File: config.mk
export PLATFORM = sky130hd
export DESIGN_NAME = wb_stage_flat
export DESIGN_NICKNAME = d
export VERILOG_FILES = /design/src/rtl/cpu_pkg.sv /design/src/rtl/wb_stage_if.sv /design/src/rtl/load_align.sv /design/src/rtl/wb_stage.sv /design/src/flat_wrapper.sv
export SDC_FILE = /design/constraint.sdc
export NUM_CORES = 1
export LEC_CHECK = 0
export CAP_MARGIN = 10
export CORE_UTILIZATION = 40
export CTS_CLUSTER_SIZE = 20
export DETAILED_ROUTE_END_ITERATION = 8
export HOLD_SLACK_MARGIN = 0.12
export PLACE_DENSITY = 0.7
export SYNTH_ARGS = -nofsm -noshare
export SYNTH_HDL_FRONTEND = slang
export SYNTH_HIERARCHICAL = 1
export SYNTH_SLANG_ARGS = --single-unit
File: constraint.sdc
create_clock -name clk -period 4.75 [get_ports clk]
set_clock_uncertainty 0.1 [all_clocks]
set_input_delay 0.95 -clock clk [delete_from_list [all_inputs] [get_ports clk]]
set_output_delay 0.95 -clock clk [all_outputs]
set_load 0.005 [all_outputs]
File: src/rtl/cpu_pkg.sv
// Shared constants for the writeback stage: result-select codes, load funct3
// codes, FSM state encoding and the held MEM/WB control fields.
package cpu_pkg;

  localparam logic [1:0] WBSEL_ALU  = 2'b00;
  localparam logic [1:0] WBSEL_LOAD = 2'b01;
  localparam logic [1:0] WBSEL_PC4  = 2'b10;

  localparam logic [2:0] F3_LB  = 3'b000;
  localparam logic [2:0] F3_LH  = 3'b001;
  localparam logic [2:0] F3_LW  = 3'b010;
  localparam logic [2:0] F3_LBU = 3'b100;
  localparam logic [2:0] F3_LHU = 3'b101;

  typedef enum logic [1:0] {
    EMPTY     = 2'd0,
    RETIRE    = 2'd1,
    WAIT_LOAD = 2'd2
  } wb_state_e;

  // Control part of the MEM/WB entry (datapath words are held separately
  // so that the struct stays independent of XLEN).
  typedef struct packed {
    logic       regwrite;
    logic [4:0] rd;
    logic [1:0] wbsel;
    logic [2:0] funct3;
    logic [1:0] addr_lo;
  } wb_ctrl_t;

endpackage

File: src/rtl/wb_stage_if.sv
// MEM -> WB handshake bundle.
//   master: MEM stage, drives mem_valid and the instruction fields.
//   slave : WB stage, drives mem_ready.
interface wb_stage_if #(parameter int XLEN = 32);
  logic            mem_valid;
  logic            mem_ready;
  logic            mem_regwrite;
  logic [4:0]      mem_rd;
  logic [1:0]      mem_wbsel;
  logic [2:0]      mem_funct3;
  logic [1:0]      mem_addr_lo;
  logic [XLEN-1:0] mem_alu_result;
  logic [XLEN-1:0] mem_pc4;

  modport master (output mem_valid, mem_regwrite, mem_rd, mem_wbsel, mem_funct3,
                         mem_addr_lo, mem_alu_result, mem_pc4,
                  input  mem_ready);
  modport slave  (input  mem_valid, mem_regwrite, mem_rd, mem_wbsel, mem_funct3,
                         mem_addr_lo, mem_alu_result, mem_pc4,
                  output mem_ready);
endinterface

File: src/rtl/load_align.sv
// Load data formatter (combinational).
//   funct3  : load type (LB/LH/LW/LBU/LHU; others treated as LW)
//   addr_lo : byte offset within the word
//   rdata   : raw aligned word from data memory
//   data    : extracted, sign/zero-extended result
module load_align import cpu_pkg::*; #(
  parameter int XLEN = 32
) (
  input  logic [2:0]      funct3,
  input  logic [1:0]      addr_lo,
  input  logic [XLEN-1:0] rdata,
  output logic [XLEN-1:0] data
);
  logic [7:0]  b;
  logic [15:0] h;

  // Halfword select ignores addr_lo[0]: misaligned halves fall back to the
  // containing aligned halfword.
  assign b = 8'(rdata >> {addr_lo, 3'b000});
  assign h = 16'(rdata >> {addr_lo[1], 4'b0000});

  always_comb begin
    data = rdata;
    case (funct3)
      F3_LB:   data = {{(XLEN-8){b[7]}}, b};
      F3_LBU:  data = {{(XLEN-8){1'b0}}, b};
      F3_LH:   data = {{(XLEN-16){h[15]}}, h};
      F3_LHU:  data = {{(XLEN-16){1'b0}}, h};
      default: data = rdata;
    endcase
  end
endmodule

File: src/rtl/wb_stage.sv
// Writeback stage. Holds one MEM/WB entry, selects its result (ALU, aligned
// load data, PC+4), waits for the load response when needed and drives the
// register-file write port in the retiring cycle. Counts retirements.
//   clk, rst      : clock, async active-high reset
//   mem           : MEM handshake + instruction fields (slave side)
//   dmem_rvalid   : one-cycle load response strobe
//   dmem_rdata    : raw load word
//   RegWrite/WriteAddr/WriteData : register-file write port
//   instret       : retired-instruction counter (wraps)
module wb_stage import cpu_pkg::*; #(
  parameter int XLEN  = 32,
  parameter int CNT_W = 32
) (
  input  logic             clk,
  input  logic             rst,
  wb_stage_if.slave        mem,
  input  logic             dmem_rvalid,
  input  logic [XLEN-1:0]  dmem_rdata,
  output logic             RegWrite,
  output logic [4:0]       WriteAddr,
  output logic [XLEN-1:0]  WriteData,
  output logic [CNT_W-1:0] instret
);
  wb_state_e       state, state_n;
  wb_ctrl_t        ent;
  logic [XLEN-1:0] ent_alu, ent_pc4;
  logic [XLEN-1:0] ld_data, result;
  logic            retire, xfer;

  // Retirement frees the entry, so a new instruction can be taken in the
  // same cycle; this keeps back-to-back non-loads at one per cycle.
  assign retire    = (state == RETIRE) | ((state == WAIT_LOAD) & dmem_rvalid);
  assign mem.mem_ready = (state == EMPTY) | retire;
  assign xfer      = mem.mem_valid & mem.mem_ready;

  always_comb begin
    state_n = state;
    if (xfer)
      state_n = (mem.mem_wbsel == WBSEL_LOAD) ? WAIT_LOAD : RETIRE;
    else if (retire)
      state_n = EMPTY;
  end

  always_ff @(posedge clk or posedge rst) begin
    if (rst) begin
      state   <= EMPTY;
      ent     <= '0;
      ent_alu <= '0;
      ent_pc4 <= '0;
      instret <= '0;
    end else begin
      state <= state_n;
      if (xfer) begin
        ent     <= '{regwrite: mem.mem_regwrite, rd: mem.mem_rd, wbsel: mem.mem_wbsel,
                     funct3: mem.mem_funct3, addr_lo: mem.mem_addr_lo};
        ent_alu <= mem.mem_alu_result;
        ent_pc4 <= mem.mem_pc4;
      end
      if (retire)
        instret <= instret + 1'b1;
    end
  end

  load_align #(.XLEN(XLEN)) u_align (
    .funct3  (ent.funct3),
    .addr_lo (ent.addr_lo),
    .rdata   (dmem_rdata),
    .data    (ld_data)
  );

  always_comb begin
    case (ent.wbsel)
      WBSEL_LOAD: result = ld_data;
      WBSEL_PC4:  result = ent_pc4;
      default:    result = ent_alu;
    endcase
  end

  assign RegWrite  = retire & ent.regwrite & (ent.rd != 5'd0);
  assign WriteAddr = RegWrite ? ent.rd : 5'd0;
  assign WriteData = RegWrite ? result : '0;
endmodule

File: src/flat_wrapper.sv
// flat-port wrapper written by rule: the top's interface ports become plain ports
module wb_stage_flat import cpu_pkg::*;
#(
  parameter int XLEN  = 32,
  parameter int CNT_W = 32
)
  (clk, rst, dmem_rvalid, dmem_rdata, RegWrite, WriteAddr, WriteData, instret, mem_mem_valid, mem_mem_regwrite, mem_mem_rd, mem_mem_wbsel, mem_mem_funct3, mem_mem_addr_lo, mem_mem_alu_result, mem_mem_pc4, mem_mem_ready);
  wb_stage_if #(.XLEN(XLEN)) mem_i ();
  input  logic clk;
  input  logic rst;
  input  logic dmem_rvalid;
  input  logic [XLEN-1:0] dmem_rdata;
  output logic RegWrite;
  output logic [4:0] WriteAddr;
  output logic [XLEN-1:0] WriteData;
  output logic [CNT_W-1:0] instret;
  input wire logic [$bits(mem_i.mem_valid)-1:0] mem_mem_valid;
  input wire logic [$bits(mem_i.mem_regwrite)-1:0] mem_mem_regwrite;
  input wire logic [$bits(mem_i.mem_rd)-1:0] mem_mem_rd;
  input wire logic [$bits(mem_i.mem_wbsel)-1:0] mem_mem_wbsel;
  input wire logic [$bits(mem_i.mem_funct3)-1:0] mem_mem_funct3;
  input wire logic [$bits(mem_i.mem_addr_lo)-1:0] mem_mem_addr_lo;
  input wire logic [$bits(mem_i.mem_alu_result)-1:0] mem_mem_alu_result;
  input wire logic [$bits(mem_i.mem_pc4)-1:0] mem_mem_pc4;
  output wire logic [$bits(mem_i.mem_ready)-1:0] mem_mem_ready;
  assign mem_i.mem_valid = mem_mem_valid;
  assign mem_i.mem_regwrite = mem_mem_regwrite;
  assign mem_i.mem_rd = mem_mem_rd;
  assign mem_i.mem_wbsel = mem_mem_wbsel;
  assign mem_i.mem_funct3 = mem_mem_funct3;
  assign mem_i.mem_addr_lo = mem_mem_addr_lo;
  assign mem_i.mem_alu_result = mem_mem_alu_result;
  assign mem_i.mem_pc4 = mem_mem_pc4;
  assign mem_mem_ready = mem_i.mem_ready;
  wb_stage #(.XLEN(XLEN), .CNT_W(CNT_W)) u_core (.clk(clk), .rst(rst), .mem(mem_i), .dmem_rvalid(dmem_rvalid), .dmem_rdata(dmem_rdata), .RegWrite(RegWrite), .WriteAddr(WriteAddr), .WriteData(WriteData), .instret(instret));
endmodule
==> results of run 1 <==
[stage by stage]
step	worst slack (ns)	util (%)	hold slack, ns
floorplan	0.769	-	0.365
global placement	0.188	54.2	0.360
detailed placement	0.150	54.2	0.369
CTS	0.143	56.0	0.378
global route	0.00146	56.0	0.396
finish	0.138	56.0	0.377
[flip-flops by register name, indices dropped and copies added (netlist names)]
register        count
u_core/ent         13
u_core/ent_alu     32
u_core/ent_pc4     32
u_core/instret     32
u_core/state        2
[cell families after synthesis]
kind of cell / count (synthesis) / synth area share, %
buffers and inverters: 48 / 4.21
DFF: 111 / 46.8
muxes: 88 / 16.8
and+or+nand+nor: 195 / 15.8
xor gates and xnor gates: 31 / 4.57
adders and majority gates: 3 / 0.632
AOI/OAI and AO/OA: 101 / 11.2
[layer usage]
layer	vias up	global-route usage, %	wire [µm]
li1	2352	-	-
met1	2437	29.0	7280
met2	172	35.9	8060
met3	20	7.14	1320
met4	0	7.91	282
met5	-	0	0
[final cells by class]
cell class              instances  area, µm²
clock buffers                  13        250
fillers                      1326       6390
multi-input cells             418       2910
diodes                          1       2.50
flip-flops and latches        111       2780
repair buffers                191       1900
well taps                     184        230
clock inverters                 3       18.8
inverters                      12       47.5
[worst register-to-register path: stages, from the launching register on]
cell and delay, ns:
dfrtp_1 0.40, o21ai_1 0.24, and2_4 0.85, mux2_2 0.54
[placed cells by master (no fill, tap or decap), types with 2 or more instances in the layout]
cell	instances
a21oi_1	38
a22oi_1	40
and2_1	3
and3_1	3
and4_1	6
buf_4	7
clkbuf_1	3
clkbuf_16	9
clkdlybuf4s50_1	183
clkinv_2	2
dfrtp_1	111
ha_1	2
inv_1	11
mux2_2	83
mux2i_1	4
nand2_1	53
nand2_2	2
nand2b_1	2
nand3_1	13
nand4_1	6
nand4b_1	2
nor2_1	77
nor2b_1	4
nor3_1	9
nor4_1	2
o211ai_1	3
o21ai_0	10
o21ai_1	3
xnor2_1	17
xor2_1	14
[path summary, 6_finish.rpt]
kind                       cells past startpoint                             end                      startpoint  slack [ns]
min in group asynchronous                      2  u_core/instret[22]$_DFFE_PP0P_                             rst        1.05
hold reg to reg                                1  u_core/instret[31]$_DFFE_PP0P_  u_core/instret[31]$_DFFE_PP0P_        0.38
hold / removal                                 1  u_core/instret[31]$_DFFE_PP0P_  u_core/instret[31]$_DFFE_PP0P_        0.38
setup / recovery                              11                   WriteData[27]                  dmem_rdata[15]        0.14
setup reg to reg                               3  u_core/ent_alu[30]$_DFFE_PP0P_     u_core/state[0]$_DFFE_PP0P_        2.50
max in group asynchronous                      3   u_core/ent_pc4[3]$_DFFE_PP0P_                             rst        2.61
[power breakdown]
part           switching [mW]  internal, mW
Clock                   0.336         0.371
Sequential              0.134          1.09
Combinational           0.461         0.503
Total                   0.931          1.97
==> results_dict.tcl, run 1 <==
set metrics [dict create \
    min_path_type "reg -> reg" \
    gp_congestion 0.853 \
    cp.required_ns 3.70 \
    synth-edff-count 0 \
    post-cts-setup-buffers 0 \
    crit_buf_inv 3 \
    rows 44 \
    finalHoldViolations 0 \
    ys_top_cells_by_count "dfrtp_1, mux2_2, nor2_1, nand2_1, a22oi_1" \
    post-route-cell-area_mm2 0.00815 \
    drt-vias-per-instance 5.34 \
    synth_top_area_cell "dfrtp_1" \
    cp_slowest_stage_delay_ns 0.56 \
    relSlewSlack_pct 28.4 \
    placed_cells 916 \
    critical_path.top_delay_family "buffers and inverters" \
    drt_iter0_drc 279 \
    grt_max_degree 79 \
    nNetsFinal 859 \
    worstSetupStartpointType "input port" \
    ant_nets 0 \
    rsz0062_at_grt "false" \
    yosys-top-cells-area "dfrtp_1, mux2_2, a22oi_1" \
    ctsResizeCount 0 \
    cts_tree "yes" \
    io_pins 184 \
    start_util_pct 40.8 \
    grt_pass1_wl_um 26000 \
    synthArstFlopShare_pct 100 \
    num_vias 4981 \
    coreArea_mm2 0.0145 \
    htreeDepth 3 \
    synth_area_mm2 0.00594 \
    grt_pass1_vias 4812 \
    arrival_ns 3.56 \
    area_growth_pct 37.2 \
    grt_overflow 0 \
    yosys_warnings 6 \
    finalMaxSlewViolations 0 \
    place_area_mm2 0.00787 \
    yosys_register_bits 111 \
    dp_hpwl_um 12300 \
    synth-seq-area-share_pct 46.8 \
    syn_inst 577 \
    dr.pass1.iters 5 \
    layout_min_cycle_time_ns 4.61 \
    clkLatencyLatePin_ns 0.35 \
    fmax_mhz 217 \
    p_leak_nw 3.37 \
    grtUsageTotal_pct 22.7 \
    path_max_fanout 16 \
    cts.path.max_buffers 2 \
    grt_antenna_before_repair 1 \
    status "finished clean" \
    cts.clk_slew.worst_paths_ns 0.07 \
    cts_buffers 9 \
    syn_area_per_cell_um2 10.3 \
    setup_violations 0 \
    wirelength_um 16900 \
    synth_most_common_cell "dfrtp_1" \
    syn_nets 693 \
    worst_pin_slew_ns 1.07 \
    cts_root_buf "clkbuf_16" \
    power_density_mw_per_mm2 356 \
    drc 0 \
    cp_slowest_cell "mux4_2" \
    drive_above_1_share_pct 15.9 \
    ctsHoldBuffers 0 \
    power.total_mw 2.90 \
    numPortBuffers 183 \
    die_w_um 124 \
    yosysTopAreaCellShare_pct 46.8 \
    cp_cell_sequence "clkdlybuf4s50_1 > mux4_2 > nor3b_4 > o21bai_4 > buf_12 > nand2_1 > a22oi_1 > nor2_1 > a21oi_1 > nor2_1 > clkdlybuf4s50_1" \
    cts.sinks 111 \
    fin_setup_tns_ns 0 \
    vdd_ir_drop_max_v 0.000167 \
    wl_per_cell_um 18.2 \
    synth_cell_type_count 50 \
    dieArea_mm2 0.0153 \
    final_cells 933 \
    end_kind "output pin" \
    crit_type "in -> out" \
    synth_ff_type "dfrtp_1" \
    fin_crit_sh_pct 97.1 \
    maxCapViolations 0 \
    die_y_um 124 \
]
(Power assumes the default switching activity.)
==> inputs of run 2 (changes only) <==
--- a/config.mk
+++ b/config.mk
@@ -5,7 +5,6 @@
 export SDC_FILE = /design/constraint.sdc
 export NUM_CORES = 1
 export LEC_CHECK = 0
-export CAP_MARGIN = 10
 export CORE_UTILIZATION = 40
 export CTS_CLUSTER_SIZE = 20
 export DETAILED_ROUTE_END_ITERATION = 8
==> results of run 2 <==
Final layout, timing and power as in run 1 (identical DEF).
==> inputs of run 3 (changes only) <==
--- a/config.mk
+++ b/config.mk
@@ -5,6 +5,7 @@
 export SDC_FILE = /design/constraint.sdc
 export NUM_CORES = 1
 export LEC_CHECK = 0
+export CAP_MARGIN = 40
 export CORE_UTILIZATION = 40
 export CTS_CLUSTER_SIZE = 20
 export DETAILED_ROUTE_END_ITERATION = 8
==> constraint.sdc (replaced) <==
create_clock -name clk -period 5.6 [get_ports clk]
set_clock_uncertainty 0.1 [all_clocks]
set_input_delay 1.12 -clock clk [delete_from_list [all_inputs] [get_ports clk]]
set_output_delay 1.12 -clock clk [all_outputs]
set_load 0.005 [all_outputs]
==> run 3 against run 2 <==
  * Die area is the same
  * Non-clock buffer count decreased by 1
  * Core utilization is 0.50 points higher
  * Highest routed layer unchanged
  * Cell count down 0.32%
  * Clock power shrank 1%
  * First-iteration DRC count increased by 5.7%
  * Global-route usage increased by 0.14 points
  * Combinational power fell by 13%
  * Via count fell by 0.58%
  * Hold slack improved by 0.0079 ns
  * Register-to-register slack improved by 1.0 ns
==> results_dict.tcl, run 3 (synthesis gave the netlist of run 1 again) <==
set metrics [dict create \
    cts_tree "yes" \
    relSlewSlack_pct 52.9 \
    power.total_mw 2.56 \
    status "finished clean" \
    worst_pin_slew_ns 0.707 \
    rsz0062_at_grt "false" \
    htreeDepth 3 \
    power.switching_mw 0.811 \
    swShare_pct 31.6 \
    grt_antenna_before_repair 0 \
    layout_min_cycle_time_ns 4.99 \
    cp_slowest_stage_delay_ns 0.56 \
    cp_cell_sequence "clkdlybuf4s50_1 > mux4_2 > nor3b_4 > o21bai_4 > nand2_1 > a22oi_1 > nor2_1 > a21oi_1 > nor2_1 > clkdlybuf4s50_1" \
    vdd_ir_drop_max_v 0.000158 \
    dp_hpwl_um 12600 \
    dr.pass1.iters 6 \
    fin_crit_sh_pct 89.1 \
    io_pins 184 \
    grt_overflow 0 \
    cts.clk_slew.worst_paths_ns 0.08 \
    cts.sinks 111 \
    rows 44 \
    drt-vias-per-instance 5.32 \
    p_leak_nw 3.40 \
    power_density_mw_per_mm2 312 \
    pwr-share-seq_pct 40.2 \
    maxCapViolations 0 \
    antennaDiodeCount 0 \
    end_kind "output pin" \
    grt_max_degree 47 \
    clkLatencyLatePin_ns 0.36 \
    area_growth_pct 38.4 \
    cts.path.max_buffers 2 \
    num_vias 4952 \
    setup_violations 0 \
    gp_congestion 0.885 \
    fin_setup_tns_ns 0 \
    final_cell_mix "clkdlybuf4s50_1, dfrtp_1, mux2_2" \
    path_max_fanout 16 \
    grt_use_met1_pct 29.2 \
    ctsHoldBuffers 0 \
    worstSetupStartpoint "dmem_rdata[23]" \
    dieArea_mm2 0.0153 \
    final_common_cell "clkdlybuf4s50_1" \
    finalMaxSlewViolations 0 \
    arrival_ns 3.77 \
    worstSetupStartpointType "input port" \
    cts_root_buf "clkbuf_16" \
    post-cts-setup-buffers 0 \
    crit_buf_inv 2 \
    fmax_mhz 200 \
    reg_top3 "u_core/ent_alu: 32 flops, u_core/ent_pc4: 32 flops, u_core/instret: 32 flops" \
    start_util_pct 40.8 \
    min_path_type "reg -> reg" \
    wl_per_cell_um 18.3 \
    met2_usage_pct 36.7 \
    cp.required_ns 4.38 \
    grt_pass1_vias 4966 \
    top_usage_layer "met2" \
    crit_type "in -> out" \
    critical_path.top_delay_family "buffers and inverters" \
    nNetsFinal 858 \
    combPwrFrac_pct 32.6 \
    drive_above_1_share_pct 16.0 \
    cts_buffers 9 \
    drt_iter0_drc 295 \
    r2r_start "u_core/state[0]$_DFFE_PP0P_" \
    coreArea_mm2 0.0145 \
    cp_slowest_cell "mux4_2" \
    finalHoldViolations 0 \
    grtUsageTotal_pct 22.8 \
    wirelength_um 17000 \
    ctsResizeCount 0 \
    drc 0 \
    post-route-cell-area_mm2 0.00822 \
    use_met3_pct 6.32 \
    place_area_mm2 0.00791 \
    hp-start "u_core/instret[31]$_DFFE_PP0P_" \
    die_y_um 124 \
    numPortBuffers 183 \
    nFillCells 1311 \
    grt_pass1_wl_um 26300 \
    place_worst_setup_slack_ns 0.619 \
    fin_ws_ns 0.608 \
    p_clk_share_pct 27.2 \
    ant_nets 0 \
    die_w_um 124 \
    p_int_mw 1.75 \
]
==> run 3: changes by cell type in the layout (fill, tap and decap cells not counted), moves of 2 or more <==
cell       previous run  this run
buf_4                 7         4
bufinv_16             0         2
clkbuf_1              3         1
buf_16                0         2
==> run 3: through the flow <==
| stage | hold WS, ns | instances | util, % |
|---|---|---|---|
| 2_1_floorplan | 0.365 | 577 | - |
| 3_3_place_gp | 0.359 | 912 | 53.9 |
| 3_5_place_dp | 0.375 | 915 | 54.4 |
| 4_1_cts | 0.389 | 930 | 56.5 |
| 5_1_grt | 0.411 | 930 | 56.5 |
| 6_report | 0.385 | 930 | 56.5 |
==> run 3: path summary, 6_finish.rpt <==
kind | depth (start not counted) | slack [ns] | end
min reg2reg | 1 | 0.38 | u_core/instret[31]$_DFFE_PP0P_
max reg2reg | 4 | 3.52 | u_core/ent_alu[17]$_DFFE_PP0P_
max in group asynchronous | 3 | 3.35 | u_core/instret[12]$_DFFE_PP0P_
min | 1 | 0.38 | u_core/instret[31]$_DFFE_PP0P_
min in group asynchronous | 2 | 1.08 | u_core/instret[23]$_DFFE_PP0P_
max | 10 | 0.61 | WriteData[24]
==> run 3: routing by layer <==
| layer | routed length [µm] | up-vias | share of wire, % |
|---|---|---|---|
| met2 | 8080 | 162 | 48 |
| met3 | 1180 | 18 | 6.9 |
| met1 | 7450 | 2416 | 44 |
| li1 | - | 2356 | - |
| met4 | 295 | 0 | 1.7 |
| met5 | 0 | - | 0 |
==> run 3: cell type report <==
class	instances	area, µm²	share of cell area, %
clock buffers	10	229	2.79
clock inverters	5	82.6	1.00
inverters	12	47.5	0.579
multi-input cells	418	2910	35.5
flip-flops and latches	111	2780	33.8
well taps	184	230	2.80
repair buffers	190	1940	23.6
==> run 3: worst reg2reg max path: cells and delay by family (launching register included) <==
family	cells	cell delay, ns
and+or+nand+nor	1	0.51
buffers and inverters	1	0.31
DFF	1	0.41
muxes	1	0.40
AOI/OAI and AO/OA	1	0.24
==> run 3: power groups by stage <==
stage | sequential [mW] | combinational (mW) | clock [mW]
3_5_place_dp | 1.04 | 0.839 | 0
5_1_grt | 1.05 | 0.914 | 0.737
6_report | 1.03 | 0.836 | 0.697
3_3_place_gp | 1.04 | 0.799 | 0
2_1_floorplan | 1.01 | 0.520 | 0
4_1_cts | 1.03 | 0.842 | 0.713
